**config.mk**
```make
export PLATFORM = sky130hd
export DESIGN_NAME = ps2_message_builder
export DESIGN_NICKNAME = d
export VERILOG_FILES = /design/src/rtl/ps2_message_builder.sv
export SDC_FILE = /design/constraint.sdc
export NUM_CORES = 1
export LEC_CHECK = 0
export CORE_MARGIN = 1
export CORE_UTILIZATION = 45
export CTS_BUF_LIST = sky130_fd_sc_hd__clkbuf_8 sky130_fd_sc_hd__clkbuf_16
export DETAILED_ROUTE_END_ITERATION = 12
export HOLD_SLACK_MARGIN = 0.08
export PLACE_DENSITY_LB_ADDON = 0.12
export RECOVER_POWER = 50
export SETUP_SLACK_MARGIN = 0.2
export SYNTH_ARGS = -nofsm -noshare
export SYNTH_HDL_FRONTEND = slang
export SYNTH_SLANG_ARGS = --single-unit
```
**constraint.sdc**
```tcl
create_clock -name clock -period 3.3 [get_ports clock]
set_clock_uncertainty 0.05 [all_clocks]
set_input_delay 0.33 -clock clock [delete_from_list [all_inputs] [get_ports clock]]
set_output_delay 0.33 -clock clock [all_outputs]
set_load 0.01 [all_outputs]
```
**src/rtl/ps2_message_builder.sv**
```systemverilog
// PS/2 scan-code to ASCII message buffer with make/break decoding, backspace editing
// and a send/acknowledge freeze. Optional shift tracking enabled by `define PS2_SHIFT_EN.
module ps2_message_builder #(
   parameter int unsigned MSG_CHARS = 16,
   parameter logic [7:0]  PAD_CHAR  = 8'h20
) (
   input  logic                               clock,
   input  logic                               reset,
   input  logic [7:0]                         key_code,
   input  logic                               key_valid,
   input  logic                               send_req,
   input  logic                               tx_done,
   output logic [8*MSG_CHARS-1:0]             message,
   output logic [$clog2(MSG_CHARS+1)-1:0]     msg_len,
   output logic                               msg_ready,
   output logic [7:0]                         char_out,
   output logic                               char_valid,
   output logic                               full,
   output logic                               drop_pulse
);

   localparam int unsigned LEN_W = $clog2(MSG_CHARS + 1);

   localparam logic [7:0] CODE_EXT    = 8'hE0;
   localparam logic [7:0] CODE_BRK    = 8'hF0;
   localparam logic [7:0] CODE_BKSP   = 8'h66;
   localparam logic [7:0] CODE_ENTER  = 8'h5A;
   localparam logic [7:0] ASCII_DEL   = 8'h7F;

   typedef enum logic [1:0] {
      ST_IDLE  = 2'd0,
      ST_EXT   = 2'd1,
      ST_BREAK = 2'd2
   } dec_state_t;

   dec_state_t state, state_next;

   logic [7:0] slots [MSG_CHARS];

   logic       make_valid;
   logic [7:0] make_ascii;
   logic       is_print;
   logic       is_bksp;
   logic       is_enter;
   logic       do_clear;
   logic       do_send;
   logic       blocked;
   logic       do_append;
   logic       do_bksp;
   logic       do_drop;

`ifdef PS2_SHIFT_EN
   localparam logic [7:0] CODE_LSHIFT = 8'h12;
   localparam logic [7:0] CODE_RSHIFT = 8'h59;

   logic shift_l, shift_r;
   logic shift_l_next, shift_r_next;
`endif

   // Unshifted scan-code set 2 to ASCII; 8'h00 marks a non-printable/unmapped code.
   function automatic logic [7:0] scan_to_ascii(input logic [7:0] code);
      logic [7:0] a;
      case (code)
         8'h1C: a = 8'h61;  8'h32: a = 8'h62;  8'h21: a = 8'h63;  8'h23: a = 8'h64;
         8'h24: a = 8'h65;  8'h2B: a = 8'h66;  8'h34: a = 8'h67;  8'h33: a = 8'h68;
         8'h43: a = 8'h69;  8'h3B: a = 8'h6A;  8'h42: a = 8'h6B;  8'h4B: a = 8'h6C;
         8'h3A: a = 8'h6D;  8'h31: a = 8'h6E;  8'h44: a = 8'h6F;  8'h4D: a = 8'h70;
         8'h15: a = 8'h71;  8'h2D: a = 8'h72;  8'h1B: a = 8'h73;  8'h2C: a = 8'h74;
         8'h3C: a = 8'h75;  8'h2A: a = 8'h76;  8'h1D: a = 8'h77;  8'h22: a = 8'h78;
         8'h35: a = 8'h79;  8'h1A: a = 8'h7A;
         8'h45: a = 8'h30;  8'h16: a = 8'h31;  8'h1E: a = 8'h32;  8'h26: a = 8'h33;
         8'h25: a = 8'h34;  8'h2E: a = 8'h35;  8'h36: a = 8'h36;  8'h3D: a = 8'h37;
         8'h3E: a = 8'h38;  8'h46: a = 8'h39;
         8'h29: a = 8'h20;
         default: a = 8'h00;
      endcase
      return a;
   endfunction

   // Decode FSM next state plus all buffer actions for this cycle.
   always_comb begin
      state_next = state;
      make_valid = 1'b0;
`ifdef PS2_SHIFT_EN
      shift_l_next = shift_l;
      shift_r_next = shift_r;
`endif

      case (state)
         ST_IDLE: begin
            if (key_valid) begin
               if (key_code == CODE_EXT)      state_next = ST_EXT;
               else if (key_code == CODE_BRK) state_next = ST_BREAK;
               else                           make_valid = 1'b1;
            end
         end
         ST_EXT: begin
            if (key_valid) state_next = (key_code == CODE_BRK) ? ST_BREAK : ST_IDLE;
         end
         ST_BREAK: begin
            if (key_valid) state_next = ST_IDLE;
         end
         default: state_next = ST_IDLE;
      endcase

      make_ascii = scan_to_ascii(key_code);

`ifdef PS2_SHIFT_EN
      if (make_valid && key_code == CODE_LSHIFT) shift_l_next = 1'b1;
      if (make_valid && key_code == CODE_RSHIFT) shift_r_next = 1'b1;
      if (state == ST_BREAK && key_valid && key_code == CODE_LSHIFT) shift_l_next = 1'b0;
      if (state == ST_BREAK && key_valid && key_code == CODE_RSHIFT) shift_r_next = 1'b0;
      if ((shift_l || shift_r) && make_ascii >= 8'h61 && make_ascii <= 8'h7A)
         make_ascii = make_ascii - 8'h20;
`endif

      is_print = make_valid && (make_ascii != 8'h00);
      is_bksp  = make_valid && (key_code == CODE_BKSP);
      is_enter = make_valid && (key_code == CODE_ENTER);

      // A clear can only happen while msg_ready is set, so it also blocks appends.
      do_clear  = tx_done && msg_ready;
      do_send   = (send_req || is_enter) && !msg_ready && (msg_len != '0);
      blocked   = msg_ready || do_send || full;
      do_append = is_print && !blocked;
      do_drop   = is_print && blocked;
      do_bksp   = is_bksp && !msg_ready && !do_send && (msg_len != '0);
   end

   always_ff @(posedge clock) begin
      if (reset) begin
         state      <= ST_IDLE;
         msg_len    <= '0;
         msg_ready  <= 1'b0;
         char_out   <= 8'h00;
         char_valid <= 1'b0;
         drop_pulse <= 1'b0;
         for (int i = 0; i < int'(MSG_CHARS); i++) slots[i] <= PAD_CHAR;
`ifdef PS2_SHIFT_EN
         shift_l    <= 1'b0;
         shift_r    <= 1'b0;
`endif
      end else begin
         state      <= state_next;
         char_valid <= do_append || do_bksp;
         drop_pulse <= do_drop;
`ifdef PS2_SHIFT_EN
         shift_l    <= shift_l_next;
         shift_r    <= shift_r_next;
`endif

         if (do_clear) begin
            msg_len   <= '0;
            msg_ready <= 1'b0;
            for (int i = 0; i < int'(MSG_CHARS); i++) slots[i] <= PAD_CHAR;
         end else begin
            if (do_send) msg_ready <= 1'b1;
            if (do_append) begin
               msg_len <= msg_len + LEN_W'(1);
               for (int i = 0; i < int'(MSG_CHARS); i++)
                  if (LEN_W'(i) == msg_len) slots[i] <= make_ascii;
            end else if (do_bksp) begin
               msg_len <= msg_len - LEN_W'(1);
               for (int i = 0; i < int'(MSG_CHARS); i++)
                  if (LEN_W'(i) == msg_len - LEN_W'(1)) slots[i] <= PAD_CHAR;
            end
         end

         if (do_append)    char_out <= make_ascii;
         else if (do_bksp) char_out <= ASCII_DEL;
      end
   end

   // Char 0 occupies the most significant byte.
   always_comb begin
      message = '0;
      for (int i = 0; i < int'(MSG_CHARS); i++)
         message[8*int'(MSG_CHARS)-1-8*i -: 8] = slots[i];
   end

   assign full = (msg_len == LEN_W'(MSG_CHARS));

endmodule
```
==> results of run 1 <==
==> worst max-delay path, cell delays in order, from the launching register on <==
cell and delay [ns]:
dfxtp_2 0.36, inv_1 0.18, ha_4 0.18, or4b_4 0.50, a211o_1 0.35, a21oi_2 0.15, and2b_1 0.17, buf_4 0.22
o21ai_0 0.19, o221ai_2 0.24, buf_4 0.20
==> layout make-up <==
class	instances	area (sq um)
inverter	9	36.28
multi-input combinational	511	3229
fill	1066	4388
clock inverter	10	118.9
timing repair buffer	258	2376
clock buffer	22	539.3
sequential	129	3075
tap	180	225.2
==> layer usage <==
metal	part of all wire [%]	vias up	GRT usage [%]	routed length, um
li1	-	2939	-	-
met1	43	3058	38.22	9356
met2	46	333	45.86	10050
met3	7.4	46	7.900	1608
met4	3.2	0	14.86	691
met5	0	-	0	0
==> kinds of logic (layout without fill, tap and decap cells) <==
group | count (synthesis) | count (layout) | share of synthesized area (%)
AND/OR/NAND/NOR | 308 | 308 | 23.04
buffers and inverters | 64 | 299 | 5.338
multiplexers | 28 | 28 | 4.378
other | 1 | 17 | 0.05755
adder cells (fa/ha/maj) | 14 | 14 | 2.688
flip-flops | 129 | 129 | 47.16
XOR/XNOR | 3 | 3 | 0.4033
AO/OA/AOI/OAI | 141 | 141 | 16.94
==> state kept, by name (all words and copies together), names as in the netlist <==
signal and flops:
char_valid 1, state 2, msg_len 5, drop_pulse 1, msg_ready 1, char_out 7
slots 112
==> cells in the final DEF, fill, tap and decap left out, types with 8 or more instances in the layout <==
cell,n
dlygate4sd3_1,127
buf_4,102
nor2_1,94
dfxtp_1,78
nand2_1,54
edfxtp_1,49
a21oi_1,48
nand3_1,47
mux2i_1,24
nor3_1,22
clkbuf_16,22
nand2b_1,21
conb_1,17
nand4_1,14
nor2b_1,11
clkdlybuf4s50_1,11
a211oi_1,10
ha_1,10
a211o_1,9
o211ai_1,9
inv_1,8
==> path summary, 6_finish.rpt <==
path / cells after the start / endpoint / from / slack [ns]
worst min register to register: 2 / slots[1][1] / slots[1][1] / 0.41
worst min-delay path: 2 / slots[1][1] / slots[1][1] / 0.41
worst max register to register: 10 / slots[0][37] / msg_len[1] / 0.23
worst max-delay path: 10 / slots[0][37] / msg_len[1] / 0.23
==> cells in the mapped netlist (2+ instances only) <==
library cell	number	area, sq um
a211o_1	9	78.83
a211oi_1	11	82.58
a21o_1	6	45.04
a21oi_1	51	255.2
a21oi_2	2	17.52
a31oi_1	5	31.28
a41o_1	2	20.02
and2_1	4	25.02
and3_1	10	62.56
buf_2	14	70.07
buf_4	22	165.2
clkbuf_1	17	63.81
dfxtp_1	80	1602
edfxtp_1	49	1471
ha_1	14	175.2
inv_1	9	33.78
mux2_1	3	33.78
mux2i_1	24	240.2
nand2_1	54	202.7
nand2b_1	21	131.4
nand3_1	49	245.2
nand3b_1	3	22.52
nand4_1	14	87.58
nor2_1	94	352.8
nor2b_1	12	75.07
nor3_1	22	110.1
o2111ai_4	2	52.55
o211ai_1	9	67.56
o21a_1	3	22.52
o21ai_0	4	20.02
o21ai_1	4	20.02
o21ai_2	2	17.52
o21ai_4	4	65.06
o221ai_1	2	17.52
o22ai_1	2	12.51
o31ai_1	2	15.01
or2_1	7	43.79
or2_2	4	25.02
or3_1	2	12.51
xnor2_1	2	17.52
==> through the flow <==
step / instances / hold slack, ns / total power [mW] / setup TNS, ns / area (sq um)
after global routing: 1119 / 0.4328 / 4.805 / 0 / 9600
after detailed placement: 1084 / 0.4090 / 2.645 / -18.75 / 8890
after global placement: 1084 / 0.4008 / 2.636 / -15.66 / 8890
after CTS: 1116 / 0.4190 / 4.663 / 0 / 9559
final: 1119 / 0.4125 / 4.651 / 0 / 9600
after floorplan: 704 / 0.3874 / 2.267 / 0 / 6643
==> report_power, final <==
part | internal, mW | switching, mW | leakage (nW) | total [mW]
clock network | 1.31 | 0.710 | 0.326 | 2.02
registers | 1.73 | 0.0368 | 1.13 | 1.76
logic | 0.364 | 0.500 | 2.53 | 0.864
total | 3.40 | 1.25 | 3.99 | 4.65
==> what timing repair did <==
action | CTS | global route
pin swaps | 1 | 7
setup endpoints to repair | 36 | 126
resized for setup | 3 | 14
gates cloned | 0 | 1
buffers inserted | 0 | 2
==> summary.txt, run 1 <==
Yosys
  – Synth Warn #: 0
  – FFs w/ async S/R, synth: 0%
  – Ys flop type: dfxtp_1
  – Flop and latch count out of synthesis: roughly 130
  – Cells after Synth: 688
  – Synthesized area: approximately 6500 sq um
  – Seq/Total Area, Yosys: 47.16%
  – Yosys cell types: 78
  – Avg Cell Area, Syn: 9.471 sq um
  – EDFF count, synth: just under 50

Run status
  – Status: finished clean

Worst setup path
  – Crit end category: register
  – Worst setup SP type: register
  – Setup CP Type: reg2reg
  – WP data arrival: 3.16 ns
  – CP max FO: 10
  – WP data required: 3.38 ns

GRT
  – GRT overflow: 0
  – Largest net degree at the start of global routing: 37
  – Global Route Usage Sum: 29.70%
  – Number of global-route vias before repair: 6217
  – Initial antenna violation count: 0
  – First-pass GRT wire length: ~33000 um

Cells and area
  – Utilization after layout: between 60% and 70%
  – P&R area growth vs syn: 47.33%
  – Diodes inserted: 0
  – Final net count: 953
  – Layout cell share with drive strength beyond 1: 19.81%

Placement
  – Final GP Congestion: 0.8660
  – IO Port Bufs: 140
  – DP HPWL: 15410 um
  – Place WS: -0.2773 ns

STA
  – RSZ-0062 raised after global routing: no
  – Relative slew slack: a little over two fifths
  – Final period util: 93.11%
  – Worst-Margin Slew: 0.8635 ns
  – Final hold violation count: 0
  – Final setup viols: 0
  – Final Max Tran Viols: 0
  – Max Clock Freq: 325.5 MHz
  – Final WS setup: ~0.23 ns
  – Minimum clock period: ~3 ns

Clocking
  – Clk pin slew, worst setup/hold paths: 0.06 ns
  – Worst skew pair latency: ~0.42 ns
  – Root buf cell: clkbuf_16
  – TritonCTS Sinks: roughly 130
  – CTS tree: built
  – Cts bufs inserted: 17
  – CTS H-Tree Depth: 4
  – CTS hold repair buffers: 0
  – Max Root-Sink Buffers: 2

Min path
  – Worst hold path type: reg2reg

Route
  – Vias/cell: 5.698
  – # DRC: 0
  – Number of DRC markers in iteration 0: 650
  – Wire per inst: 19.39 um
  – Post-route ant nets: 0
  – Vias: roughly 6400
  – Final wirelength: ~22000 um
  – Drt first pass iters: 7

Die
  – Die H: 122.3 um
  – Core area: 13990 sq um
  – Std cell rows: 43
  – Initial Util: 46.58%
  – Die area: 14970 sq um
  – Die X: 122.3 um
  – Top Ports: 158

Job
  – Max-cap viol count: 0

Power and ir drop
  – Max VDD drop: between 0.0003 and 0.0004 V
  – Leak Pwr: 3.991 nW
  – Pwr Density: 484.5 nW/um^2
No activity file was read; power rests on OpenSTA's default activity.
==> inputs of run 2 (changes only) <==
--- a/config.mk
+++ b/config.mk
@@ -13,6 +13,7 @@
 export PLACE_DENSITY_LB_ADDON = 0.12
 export RECOVER_POWER = 50
 export SETUP_SLACK_MARGIN = 0.2
+export SLEW_MARGIN = 15
 export SYNTH_ARGS = -nofsm -noshare
 export SYNTH_HDL_FRONTEND = slang
 export SYNTH_SLANG_ARGS = --single-unit
==> results of run 2 <==
No change in the layout: final DEF, timing and power equal those of run 1.
==> RTL change: new RTL, settings of run 2 <==
The option `PS2_SHIFT_EN` is turned on by a define.
--- a/src/rtl/ps2_message_builder.sv
+++ b/src/rtl/ps2_message_builder.sv
@@ -2,2 +2,4 @@
 // and a send/acknowledge freeze. Optional shift tracking enabled by `define PS2_SHIFT_EN.
+`define PS2_SHIFT_EN
+
 module ps2_message_builder #(
Check against the original RTL: not equivalent (Yosys sat finds a counterexample within 4 cycles, from zero or initial values and one cycle with reset high).
==> RTL change against run 2 <==
Register-to-register slack better by 0.21 ns; via count is 6.8% higher; total power rose by 5.2%; sequential power increased by 16%; wire length is 7.0% higher; setup slack worse by 0.064 ns; clock power shrank 6%; sequential cell count is 19 higher; synthesized area up 9.6%; sequential share of layout area is 1.0 points higher; largest cell class is now flip-flops and latches; cell area rose by 11%.
==> RTL change: results (changes against run 2) <==
Power:
- The net switching power was 0.00144 W (+15%).
- The leakage power figure is 4.27 nW (+7.1%).
- The total sequential power was 0.00204 W (+16%).
- The clock network power is 0.00190 W (-6%).
- The peak supply drop is 0.402 mV (+5.9%).

Place:
- The total half-perimeter wirelength after legalization and detailed placement was 16800 µm (+9.3%).
- The cell area after placement was 9800 µm² (+10%).
- The cell count after placement was 1187 (+9.5%).
- The worst slack at placement is -0.415 ns (-0.138 ns).

Logic synthesis:
- The mean instance size in the synthesized netlist is 9.61 µm² (+1.5%).
- The XOR/XNOR share of the synthesized area is 0.859% (+0.46 points).
- Sorting the synthesized cells by area gives the leading types as sky130_fd_sc_hd__dfxtp_1 (26%), sky130_fd_sc_hd__edfxtp_1 (24%), sky130_fd_sc_hd__nor2_1 (4.8%), sky130_fd_sc_hd__a21oi_1 (4.7%), sky130_fd_sc_hd__nand3_1 (3.6%).
- The synthesized-area fraction occupied by ao, oa, aoi and oai cells is 16.3% (-0.60 points).
- The proportion of synthesized area in mux cells came to 2.94% (-1.4 points).

Final layout:
- The final cell count without fillers is 1230 (+9.9%).
- The fraction of area in clock buffers and inverters is 5.38% (-1.5 points).
- The buffer share of cell area is 25.3% (+0.52 points).
- The largest registers in the layout are slots (128), char_out (8), msg_len (5).
- The multi-input combinational area share is 33.1% (-0.55 points).
- The filler cell count in the final layout is 1192 (+12%).
- The number of nets in the layout is 1034 (+8.5%).
- The count of inverters not on the clock network in the layout is 20 (+11).
- The number of signal-net buffers in the layout is 297 (+15%).
- The fraction of layout cells with a size suffix above 1 is 25.2% (+5.4 points).

Detailed routing:
- The detailed-routing iteration count for the pre-antenna-repair pass was 4 (-3).
- The initial DRC count is 475 (-27%).
- The wire length per cell is 18.9 µm (-2.7%).

Global route:
- The met2 usage came to 49.3% (+3.5 points).
- The wire length of the first global-routing pass is 36500 µm (+9.7%).
- The number of global-route vias before repair came to 6781 (+9.1%).

Clock tree:
- The number of buffers added for setup after CTS came to 7 (+7).

Outcome:
- The flow ran to the end, and the final reports show no timing, DRC or antenna violations.

Worst setup path:
- The length in cells of the worst reg-to-reg path is 13 (+3).
- The maximum cell stage delay along the critical path came to 0.62 ns (+0.12 ns).
- The largest fanout of any net on the critical path is 5 (-5).

Timing:
- The actual transition at the worst max-transition pin is 0.820 ns (-0.0439 ns).
## RTL change: per-stage QoR
| stage | util, % | hold WS, ns | TNS, ns |
|---|---|---|---|
| finish | 69.5 | 0.411 | 0 |
| global placement | 64.0 | 0.400 | -53.21 |
| floorplan | - | 0.422 | 0 |
| detailed placement | 64.0 | 0.401 | -57.79 |
| CTS | 69.0 | 0.416 | 0 |
| global route | 69.5 | 0.429 | 0 |
## RTL change: cells by family after synthesis
group / Yosys count
XOR/XNOR: 7
AO/OA/AOI/OAI: 163
flip-flops: 148
AND/OR/NAND/NOR: 319
buffers and inverters: 74
multiplexers: 17
adder cells (fa/ha/maj): 15
## RTL change: path summary, 6_finish.rpt
check,startpoint,endpoint,slack [ns]
worst min-delay path,slots[1][34],slots[1][34],0.41
worst min register to register,slots[1][34],slots[1][34],0.41
worst max register to register,msg_len[0],slots[1][6],0.44
worst max-delay path,key_code[5],slots[1][46],0.16
